$ cat config.mk
export PLATFORM = sky130hd
export DESIGN_NAME = uart_rx_frame_ctrl
export DESIGN_NICKNAME = d
export VERILOG_FILES = /design/src/rtl/uart_rx_frame_ctrl.sv
export SDC_FILE = /design/constraint.sdc
export NUM_CORES = 1
export LEC_CHECK = 0
export ABC_AREA = 1
export BUFFER_PORTS_ARGS = -buffer_cell sky130_fd_sc_hd__buf_2
export CAP_MARGIN = 0
export CORE_MARGIN = 8
export CORE_UTILIZATION = 50
export CTS_BUF_LIST = sky130_fd_sc_hd__clkbuf_4
export CTS_CLUSTER_SIZE = 40
export DETAILED_ROUTE_END_ITERATION = 10
export GPL_ROUTABILITY_DRIVEN = 0
export PLACE_DENSITY = 0.68
export SETUP_SLACK_MARGIN = 0.3
export SLEW_MARGIN = 20
export SYNTH_ARGS = -nofsm -noshare
export SYNTH_HDL_FRONTEND = slang
export SYNTH_SLANG_ARGS = --single-unit
export TNS_END_PERCENT = 10
$ cat constraint.sdc
create_clock -name CLK -period 5.6 [get_ports CLK]
set_input_delay 1.12 -clock CLK [delete_from_list [all_inputs] [get_ports CLK]]
set_output_delay 1.12 -clock CLK [all_outputs]
set_load 0.05 [all_outputs]
$ cat src/rtl/uart_rx_frame_ctrl.sv
// rtl/uart_rx_frame_ctrl.sv - frame controller behind a UART byte receiver
//
// Hunts for the sync byte and collects length-prefixed payloads with an XOR checksum.
// Hands good frames to the host with a ready/ack handshake.
// Recovers the receiver from error by pulsing its reset.
//
// Ports:
//   CLK, reset                sys clock, synchronous active-high reset
//   rx_Do, rx_valid, rx_error receiver byte interface and error level
//   rx_reset                  reset pulse back to the receiver
//   pkt_ready, pkt_len        held-frame flag and its payload length
//   pkt_ack                   host release of the held frame
//   rd_addr, rd_data          registered payload read port
//   cnt_clr                   clear of all status counters
//   drop_cnt, rxerr_cnt,      saturating status counters
//   ovr_cnt
module uart_rx_frame_ctrl #(
    parameter int          P_MAX_LEN        = 16,
    parameter logic [7:0]  P_SYNC_BYTE      = 8'hA5,
    parameter int          P_TIMEOUT        = 4096,
    parameter int          P_RECOVER_CYCLES = 32
) (
    input  logic                               CLK,
    input  logic                               reset,
    input  logic [7:0]                         rx_Do,
    input  logic                               rx_valid,
    input  logic                               rx_error,
    output logic                               rx_reset,
    output logic                               pkt_ready,
    output logic [$clog2(P_MAX_LEN+1)-1:0]     pkt_len,
    input  logic                               pkt_ack,
    input  logic [$clog2(P_MAX_LEN)-1:0]       rd_addr,
    output logic [7:0]                         rd_data,
    input  logic                               cnt_clr,
    output logic [7:0]                         drop_cnt,
    output logic [7:0]                         rxerr_cnt,
    output logic [7:0]                         ovr_cnt
);
    localparam int LW = $clog2(P_MAX_LEN + 1);
    localparam int AW = $clog2(P_MAX_LEN);
    localparam int TW = $clog2(P_TIMEOUT + 1);
    localparam int RW = $clog2(P_RECOVER_CYCLES + 1);
    localparam logic [7:0] MAX_LEN_B = 8'(P_MAX_LEN);

    typedef enum logic [2:0] {F_IDLE, F_LEN, F_PAYLOAD, F_CHK, F_HOLD} frame_state_t;
    typedef enum logic {R_RUN, R_RECOVER} rec_state_t;

    frame_state_t state, state_nx;
    rec_state_t   rec_state, rec_nx;

    logic [RW-1:0] rec_cnt;
    logic [TW-1:0] tmo_cnt;
    logic [LW-1:0] len_q;
    logic [LW-1:0] idx_q;
    logic [7:0]    csum_q;
    logic [7:0]    mem [P_MAX_LEN];

    logic rec_start, byte_ok, tmo_hit, drop_inc, ovr_inc, chk_good;

    // A receiver error in RUN both starts recovery and swallows any byte in that cycle.
    assign rec_start = (rec_state == R_RUN) && rx_error;
    assign byte_ok   = rx_valid && (rec_state == R_RUN) && !rx_error;
    assign tmo_hit   = (tmo_cnt == '0);
    assign chk_good  = (rx_Do == csum_q);

    // ---------------- recovery sub-FSM ----------------
    always_ff @(posedge CLK) begin
        if (reset) begin
            rec_state <= R_RUN;
            rec_cnt   <= '0;
        end else begin
            rec_state <= rec_nx;
            if (rec_start)
                rec_cnt <= RW'(P_RECOVER_CYCLES - 1);
            else if (rec_state == R_RECOVER && rec_cnt != '0)
                rec_cnt <= rec_cnt - RW'(1);
        end
    end

    always_comb begin
        rec_nx = rec_state;
        case (rec_state)
            R_RUN:     if (rx_error) rec_nx = R_RECOVER;
            R_RECOVER: if (rec_cnt == '0) rec_nx = R_RUN;
            default:   rec_nx = R_RUN;
        endcase
    end

    assign rx_reset = (rec_state == R_RECOVER);

    // ---------------- frame FSM ----------------
    always_ff @(posedge CLK) begin
        if (reset) state <= F_IDLE;
        else       state <= state_nx;
    end

    always_comb begin
        state_nx = state;
        drop_inc = 1'b0;
        ovr_inc  = 1'b0;
        case (state)
            F_IDLE: begin
                if (byte_ok && rx_Do == P_SYNC_BYTE) state_nx = F_LEN;
            end
            F_LEN: begin
                if (byte_ok) begin
                    if (rx_Do != 8'd0 && rx_Do <= MAX_LEN_B) begin
                        state_nx = F_PAYLOAD;
                    end else begin
                        state_nx = F_IDLE;
                        drop_inc = 1'b1;
                    end
                end else if (tmo_hit) begin
                    state_nx = F_IDLE;
                    drop_inc = 1'b1;
                end
            end
            F_PAYLOAD: begin
                if (byte_ok) begin
                    if (idx_q + LW'(1) == len_q) state_nx = F_CHK;
                end else if (tmo_hit) begin
                    state_nx = F_IDLE;
                    drop_inc = 1'b1;
                end
            end
            F_CHK: begin
                if (byte_ok) begin
                    if (chk_good) begin
                        state_nx = F_HOLD;
                    end else begin
                        state_nx = F_IDLE;
                        drop_inc = 1'b1;
                    end
                end else if (tmo_hit) begin
                    state_nx = F_IDLE;
                    drop_inc = 1'b1;
                end
            end
            F_HOLD: begin
                ovr_inc = byte_ok;
                if (pkt_ack) state_nx = F_IDLE;
            end
            default: state_nx = F_IDLE;
        endcase
        // Recovery abort of an in-flight frame is silent, even if a timeout coincides.
        if (rec_start && (state == F_LEN || state == F_PAYLOAD || state == F_CHK)) begin
            state_nx = F_IDLE;
            drop_inc = 1'b0;
        end
    end

    assign pkt_ready = (state == F_HOLD);

    // ---------------- datapath ----------------
    always_ff @(posedge CLK) begin
        if (byte_ok)
            tmo_cnt <= TW'(P_TIMEOUT - 1);
        else if (!tmo_hit)
            tmo_cnt <= tmo_cnt - TW'(1);

        if (byte_ok && state == F_LEN) begin
            len_q  <= rx_Do[LW-1:0];
            csum_q <= rx_Do;
            idx_q  <= '0;
        end
        if (byte_ok && state == F_PAYLOAD) begin
            mem[idx_q[AW-1:0]] <= rx_Do;
            csum_q             <= csum_q ^ rx_Do;
            idx_q              <= idx_q + LW'(1);
        end
    end

    always_ff @(posedge CLK) begin
        if (reset) begin
            pkt_len <= '0;
            rd_data <= 8'h00;
        end else begin
            if (byte_ok && state == F_CHK && chk_good) pkt_len <= len_q;
            rd_data <= (LW'(rd_addr) < pkt_len) ? mem[rd_addr] : 8'h00;
        end
    end

    // ---------------- status counters ----------------
    function automatic logic [7:0] cnt_next(input logic [7:0] c, input logic inc);
        if (cnt_clr)                return 8'h00;
        if (inc && c != 8'hFF)      return c + 8'd1;
        return c;
    endfunction

    always_ff @(posedge CLK) begin
        if (reset) begin
            drop_cnt  <= 8'h00;
            rxerr_cnt <= 8'h00;
            ovr_cnt   <= 8'h00;
        end else begin
            drop_cnt  <= cnt_next(drop_cnt, drop_inc);
            rxerr_cnt <= cnt_next(rxerr_cnt, rec_start);
            ovr_cnt   <= cnt_next(ovr_cnt, ovr_inc);
        end
    end
endmodule

# Word level (Yosys, flattened, before mapping)
# Memory sizes are Yosys's and may differ from the RTL's. A register that Yosys moved wholly into a read port is not among the register bits.
# Cells that the tools add are included.
# totals
in_bits	18
ram_bits	128
wordCells	119
out_inout_bits	39
n_memories	1
ff_bits	70
# mem_list
name	depth	word_bits	rd	rd_ports_with_merged_regs	wr	line_no	source
mem	16	8	1	1	1	56	logic [7:0] mem [P_MAX_LEN];
# classes
n_bitwise	3
n_lt_le_gt_ge	2
reduce_logical	31
mux	51
n_eq_ne	13
n_addsub	6
# op_table
op	count
2-to-1 mux 8 bit	12
adder 8 x 1 -> 8 bit (second input constant)	3
2-to-1 mux 3 bit	8
!= test 8 bit (second input constant)	3
2-to-1 mux 1 bit	23
2-to-1 mux 5 bit	4
case mux 3 bit (5 select lines)	1
logical AND 1 bit	14
zero test 13 bit	1
subtractor 13 x 1 -> 13 bit (second input constant)	1
nonzero test 2 bit	5
equality test 8 bit	1
equality test 8 bit (second input constant)	1
<= comparator 8 x 5 -> 1 bit (second input constant)	1
nonzero test 8 bit	1
bitwise XOR 8 bit	1
equality test 3 x 2 -> 1 bit (second input constant)	2
zero test 6 bit	1
nonzero test 6 bit	1
OR reduction 2 bit	3
subtractor 6 x 1 -> 6 bit (second input constant)	1
adder 5 x 1 -> 5 bit (second input constant)	1
equality test 5 bit	1
< comparator 4 x 5 -> 1 bit	1
13 further kinds	15

# Longest topological paths before layout
# Gate-level depths: netlist (run 1).
# depth
word_depth	12
depth_mapped	13

# Worst setup path after synthesis (run 1)
# No wires, ideal clock.
# synth_path
path_kind	input -> register
startpoint	input rx_error
endpoint	memory mem[11][0], enable pin
setup_ns	0.383
required_time_ns	5.217
cell_stages	6
setup_slack_ns	2.737
t_arrival_ns	2.480
cell_sequence	inv_1 nand3_2 nor2_2 inv_1 buf_2 nor3_1
# synth_between
elab_chain_cells	5
# synth_rtl
item	line_no	source
from (decl)	27	input logic rx_error,
zero test 1 bit	62	assign byte_ok = rx_valid && (rec_state == R_RUN) && !rx_error;
logical AND 1 bit	62	
logical AND 1 bit	166	if (byte_ok && state == F_PAYLOAD) begin
2-to-1 mux 1 bit	166	
2-to-1 mux 1 bit (implied by the code)	167	mem[idx_q[AW-1:0]] <= rx_Do;
to (decl)	56	
# Every way passes these cells.

# Worst setup path after layout (run 1)
# layout_path
startpoint	input rx_error
endpoint	memory mem[7][7], enable pin
# Same word-level chain as after synthesis.

==> metrics.txt, run 1 <==
postcts setup bufs=0; placed cell count=1146; Synth async-reset ratio=0; fraction of layout cells with a size suffix above 1=0.1476; Max clock buf depth=3; Simple-Gate Fraction of Synth Area=0.1358; cell taking the most area after synthesis=edfxtp_1; Hold-fix buffers, CTS=0; synthesized flop and latch total=206; final number of hold-violating endpoints=0; H-tree Lvls=2; Die Y=150.2 um; DRC=0; crit path max fanout=25; Crit. End Element=flop; Slew HR=0.2983; gr usage total=0.1708; Boundary Pins=57; Synth Area in Compound Gates=0.1112; post-synthesis cell count=888; CTS clock-pin slew for the worst setup and hold paths=0.06 ns; DR vias/cell=5.080; DIE AREA=22560 um2; drt first-iter violations=486; Die X=150.2 um; Initial Util=0.5047; Power Density=309.4 nW/um2; top post-synthesis cells by area=edfxtp_1 49%, dfxtp_1 13%, o21ai_0 5.4%; wire per inst=15.15 um; Post-synth EDFFs=146; # clock sinks=206; final clock skew=0.03505 ns; largest family of logic cells by synthesized area=simple AND/OR/NAND/NOR gates; RSZ-0062 raised after global routing=no; clock root buffer=clkbuf_4; count leader, synth=edfxtp_1; vias in the first global route=5972; crit path kind=input port to flop; WP data required=5.84 ns; top cell type's share of synthesized area=0.4869; Total Power=3134 uW; DRT Pass-1 Iters=5; Yosys warning count=0; vias=6335; Hold Crit Class=flop to flop; # resized after CTS=0; first-pass GRT wire length=30.29 mm; top_reg_cell synth=edfxtp_1; overflow left after global routing=0; Rows=49; mux share of post-synthesis cell area=0.03557; worst vdd ir=0.0001980 V; initial antenna violation count=1; Fmax=0.3353 GHz; final wirelength=18.90 mm; crit start category=input port; Min Clock Period, post-route=2.982 ns; Synth Area in Adders=0.01806; fin crit share=0.5326; largest net degree at the start of global routing=98; HPWL Detailed=12.25 mm; number of fill cells in the layout=1574; max_cap viols=0; area delta synth->final=12.51%; syn nets=919; input/output buffers=56; total CTS buffers=53; worst-margin pin slew=1.053 ns; Leakage=0.004094 uW; Setup Viol. Count Final=0; synth cell count leaders=146 x edfxtp_1, 126 x nand2_1, 116 x inv_1, 98 x o21ai_0, 79 x nor2_1; Yosys cell types=33; sequential area share after synthesis=0.6203; Critical Path AT=3.22 ns; worst skew pair latency=0.65 ns; Mean Syn Cell Area=10.14 um2; nets@finish=1003; Antenna Violating Nets Remaining=0; Synth Area in XOR/XNOR=0.01362; CTS tree=built; synthesized area=9005 um2; outcome=complete, no violations; Final TNS setup=0 ns; max-slew violations=0; core area=17840 um2; non-filler cells in the finished layout=1247
final timing paths:
check,start,end,slack (ns),cells past startpoint
hold / removal,tmo_cnt[2],tmo_cnt[2],0.47,1
hold reg to reg,tmo_cnt[2],tmo_cnt[2],0.47,1
setup / recovery,rx_error,mem[7][7],2.62,6
setup reg to reg,rx_reset,mem[7][7],2.87,5
power by group:
part           switching (uW)  total (uW)  internal [uW]
sequential               16.8        1670           1650
combinational             148         212           63.9
clock                     600        1250            655
per-layer routing:
layer	wire length, um	vias to the layer above	GRT usage
li1	-	3242	-
met1	8835	2859	0.2279
met2	8621	189	0.2673
met3	993	45	0.03487
met4	447	0	0.07146
met5	0	-	0
cell type report:
cell class / count / area, um2 / area share
clock inverter: 26 / 128.9 / 0.01272
inverter: 120 / 450.4 / 0.04446
sequential: 206 / 5585 / 0.5513
multi-input combinational: 533 / 2829 / 0.2792
timing repair buffer: 58 / 297.8 / 0.02939
tap: 229 / 286.5 / 0.02828
antenna: 2 / 5.005 / 0.0004940
clock buffer: 73 / 548.0 / 0.05409
worst max-delay path: stages:
cell,delay [ns]
buf_2,0.09
inv_1,0.07
nand3_2,0.34
nor2_2,0.35
inv_1,0.34
nor3_1,0.89
cell usage in the layout, fill, tap and decap left out, types with 6 or more instances in the layout:
| cell | n |
|---|---|
| edfxtp_1 | 146 |
| nand2_1 | 126 |
| inv_1 | 116 |
| o21ai_0 | 98 |
| nor2_1 | 79 |
| clkbuf_4 | 73 |
| a21oi_1 | 60 |
| dfxtp_1 | 60 |
| buf_2 | 55 |
| nand3_1 | 42 |
| mux2i_1 | 32 |
| clkinv_1 | 21 |
| nand4_1 | 13 |
| ha_1 | 13 |
| o211ai_1 | 12 |
| nor3_1 | 12 |
| o21ai_1 | 9 |
| xnor2_1 | 9 |
| a31oi_1 | 6 |
state kept, by name (all words and copies together), names as in the netlist:
| register | flops |
|---|---|
| mem | 128 |
| tmo_cnt | 13 |
| csum_q | 8 |
| drop_cnt | 8 |
| ovr_cnt | 8 |
| rd_data | 8 |
| rxerr_cnt | 8 |
| rec_cnt | 6 |
| idx_q | 5 |
| len_q | 5 |
| pkt_len | 5 |
| state | 3 |
| rx_reset | 1 |
stage by stage:
stage	setup slack, ns	hold slack [ns]	instance area, um2	utilization
after global routing	2.336	0.4919	10130	0.5679
after CTS	2.657	0.4723	10130	0.5676
after detailed placement	1.952	0.4631	9449	0.5296
after global placement	2.033	0.4463	9449	0.5296
after floorplan	2.737	0.4365	9005	-
final	2.618	0.4692	10130	0.5679
cells by family (layout without fill, tap and decap cells):
family,after synthesis,after routing
other,0,2
adders and majority gates,13,13
and+or+nand+nor,284,284
muxes,32,32
AOI/OAI and AO/OA,190,190
xor gates and xnor gates,14,14
DFF,206,206
buffers and inverters,149,277
(Power assumes the default switching activity.)
==> run 2, diff against run 1 <==
--- a/config.mk
+++ b/config.mk
@@ -14,7 +14,7 @@
 export CTS_CLUSTER_SIZE = 40
 export DETAILED_ROUTE_END_ITERATION = 10
 export GPL_ROUTABILITY_DRIVEN = 0
-export PLACE_DENSITY = 0.68
+export PLACE_DENSITY = 0.7
 export SETUP_SLACK_MARGIN = 0.3
 export SLEW_MARGIN = 20
 export SYNTH_ARGS = -nofsm -noshare
==> constraint.sdc (replaced) <==
create_clock -name CLK -period 2.6 [get_ports CLK]
set_input_delay 0.52 -clock CLK [delete_from_list [all_inputs] [get_ports CLK]]
set_output_delay 0.52 -clock CLK [all_outputs]
set_load 0.05 [all_outputs]
==> metrics.txt, run 2 (synthesized netlist as in run 1, its figures left out) <==
Crit path largest cell delay=0.32 ns; final clock skew=0.03547 ns; worst vdd ir=0.0004331 V; Internal Power=5377 uW; Total Power=6977 uW; placed cell area=9717 um2; crit path max fanout=4; CTS clock-pin slew for the worst setup and hold paths=0.06 ns; RSZ-0062 raised after global routing=no; # clock sinks=206; vias in the first global route=6472; max reg flops=128; gr usage total=0.1783; Fmax=0.4696 GHz; total CTS buffers=52; CTS tree=built; core area=17840 um2; worst-margin pin slew=0.8303 ns; Die X=150.2 um; Die Y=150.2 um; Slew HR=0.4428; Leakage=0.004320 uW; vias=6603; Antenna Violating Nets Remaining=0; Final Util=0.5860; first-pass GRT wire length=31.85 mm; outcome=complete, no violations; max-slew violations=0; WP data required=2.08 ns; fraction of layout cells with a size suffix above 1=0.1899; final wirelength=19.62 mm; crit path cell chain=inv_1 > nand2_1 > nor2_1 > buf_2; Power Density=667.3 nW/um2; DIE AREA=22560 um2; number of fill cells in the layout=1521; postcts setup bufs=0; Final TNS setup=0 ns; # resized after CTS=0; final number of hold-violating endpoints=0; DR vias/cell=5.167; drt first-iter violations=500; Boundary Pins=57; crit start category=flop; commonest non-fill, non-tap cell in the layout=edfxtp_1; slowest CP cell=dfxtp_1; overflow left after global routing=0; fin crit share=0.8190; Critical Path AT=1.61 ns; wire per inst=15.35 um; crit path kind=flop to output pin; Flop pwr share=0.515; r2r setup slk=0.73 ns; Clk pwr share=0.418; Comb pwr share=0.067; Hold-fix buffers, CTS=0; DRC=0; Initial Util=0.5047; DRT Pass-1 Iters=5; area delta synth->final=16.10%; Hold WS=0.1744 ns; max_cap viols=0; Hold Crit Class=input port to flop; Setup Viol. Count Final=0; HPWL Detailed=12.90 mm; nets@finish=1036; H-tree Lvls=2; Max clock buf depth=3; NetSw=1599 uW; Crit. End Element=output pin; worst skew pair latency=0.66 ns; Min Clock Period, post-route=2.129 ns; input/output buffers=56; clock root buffer=clkbuf_4; initial antenna violation count=1; Rows=49; Final Cell Area=10460 um2; Switching Fraction=0.2292; largest net degree at the start of global routing=37; commonest non-fill, non-tap cells in the layout=146 x edfxtp_1, 126 x nand2_1, 116 x inv_1, 98 x o21ai_0, 92 x clkbuf_4
[run 2: power by group through the flow]
| stage | clock (uW) | sequential (uW) | combinational [uW] |
|---|---|---|---|
| after floorplan | 0 | 3690 | 287 |
| after global placement | 0 | 3660 | 462 |
| after detailed placement | 0 | 3660 | 470 |
| after CTS | 2990 | 3590 | 472 |
| after global routing | 3150 | 3590 | 534 |
| final | 2920 | 3590 | 470 |
[run 2: metal layers]
layer / global-route usage / vias up / routed length (um)
met2: 0.3070 / 172 / 9636
met1: 0.2178 / 3096 / 8527
met3: 0.03577 / 23 / 1153
li1: - / 3312 / -
met4: 0.06597 / 0 / 305
met5: 0 / - / 0
[run 2: metrics by stage]
| stage | worst slack, ns | std cells |
|---|---|---|
| 6_report | 0.4706 | 1278 |
| 5_1_grt | 0.3959 | 1278 |
| 4_1_cts | 0.4180 | 1277 |
| 3_5_place_dp | 0.4163 | 1180 |
| 3_3_place_gp | 0.4704 | 1180 |
| 2_1_floorplan | 0.3247 | 888 |
[run 2: worst paths after layout]
check | to | cells after the start | startpoint
hold / removal | rec_cnt[1] | 2 | reset
hold reg to reg | tmo_cnt[2] | 1 | tmo_cnt[2]
setup / recovery | pkt_ready | 4 | state[0]
setup reg to reg | rd_data[7] | 8 | pkt_len[1]
[run 2: area by class of cell]
cell class                 instances  area (um2)  area share
sequential                       206        5585      0.5342
multi-input combinational        533        2829      0.2706
clock buffer                      92       690.7     0.06606
timing repair buffer              92       565.5     0.05409
inverter                         120       450.4     0.04308
tap                              229       286.5     0.02741
clock inverter                     5       45.04    0.004308
antenna                            1       2.502   0.0002393
[run 2: worst max-delay path, delay by kind of cell (launching register included)]
family	cells	cell delay [ns]
buf+inv	2	0.39
flops	1	0.32
simple gates	2	0.27
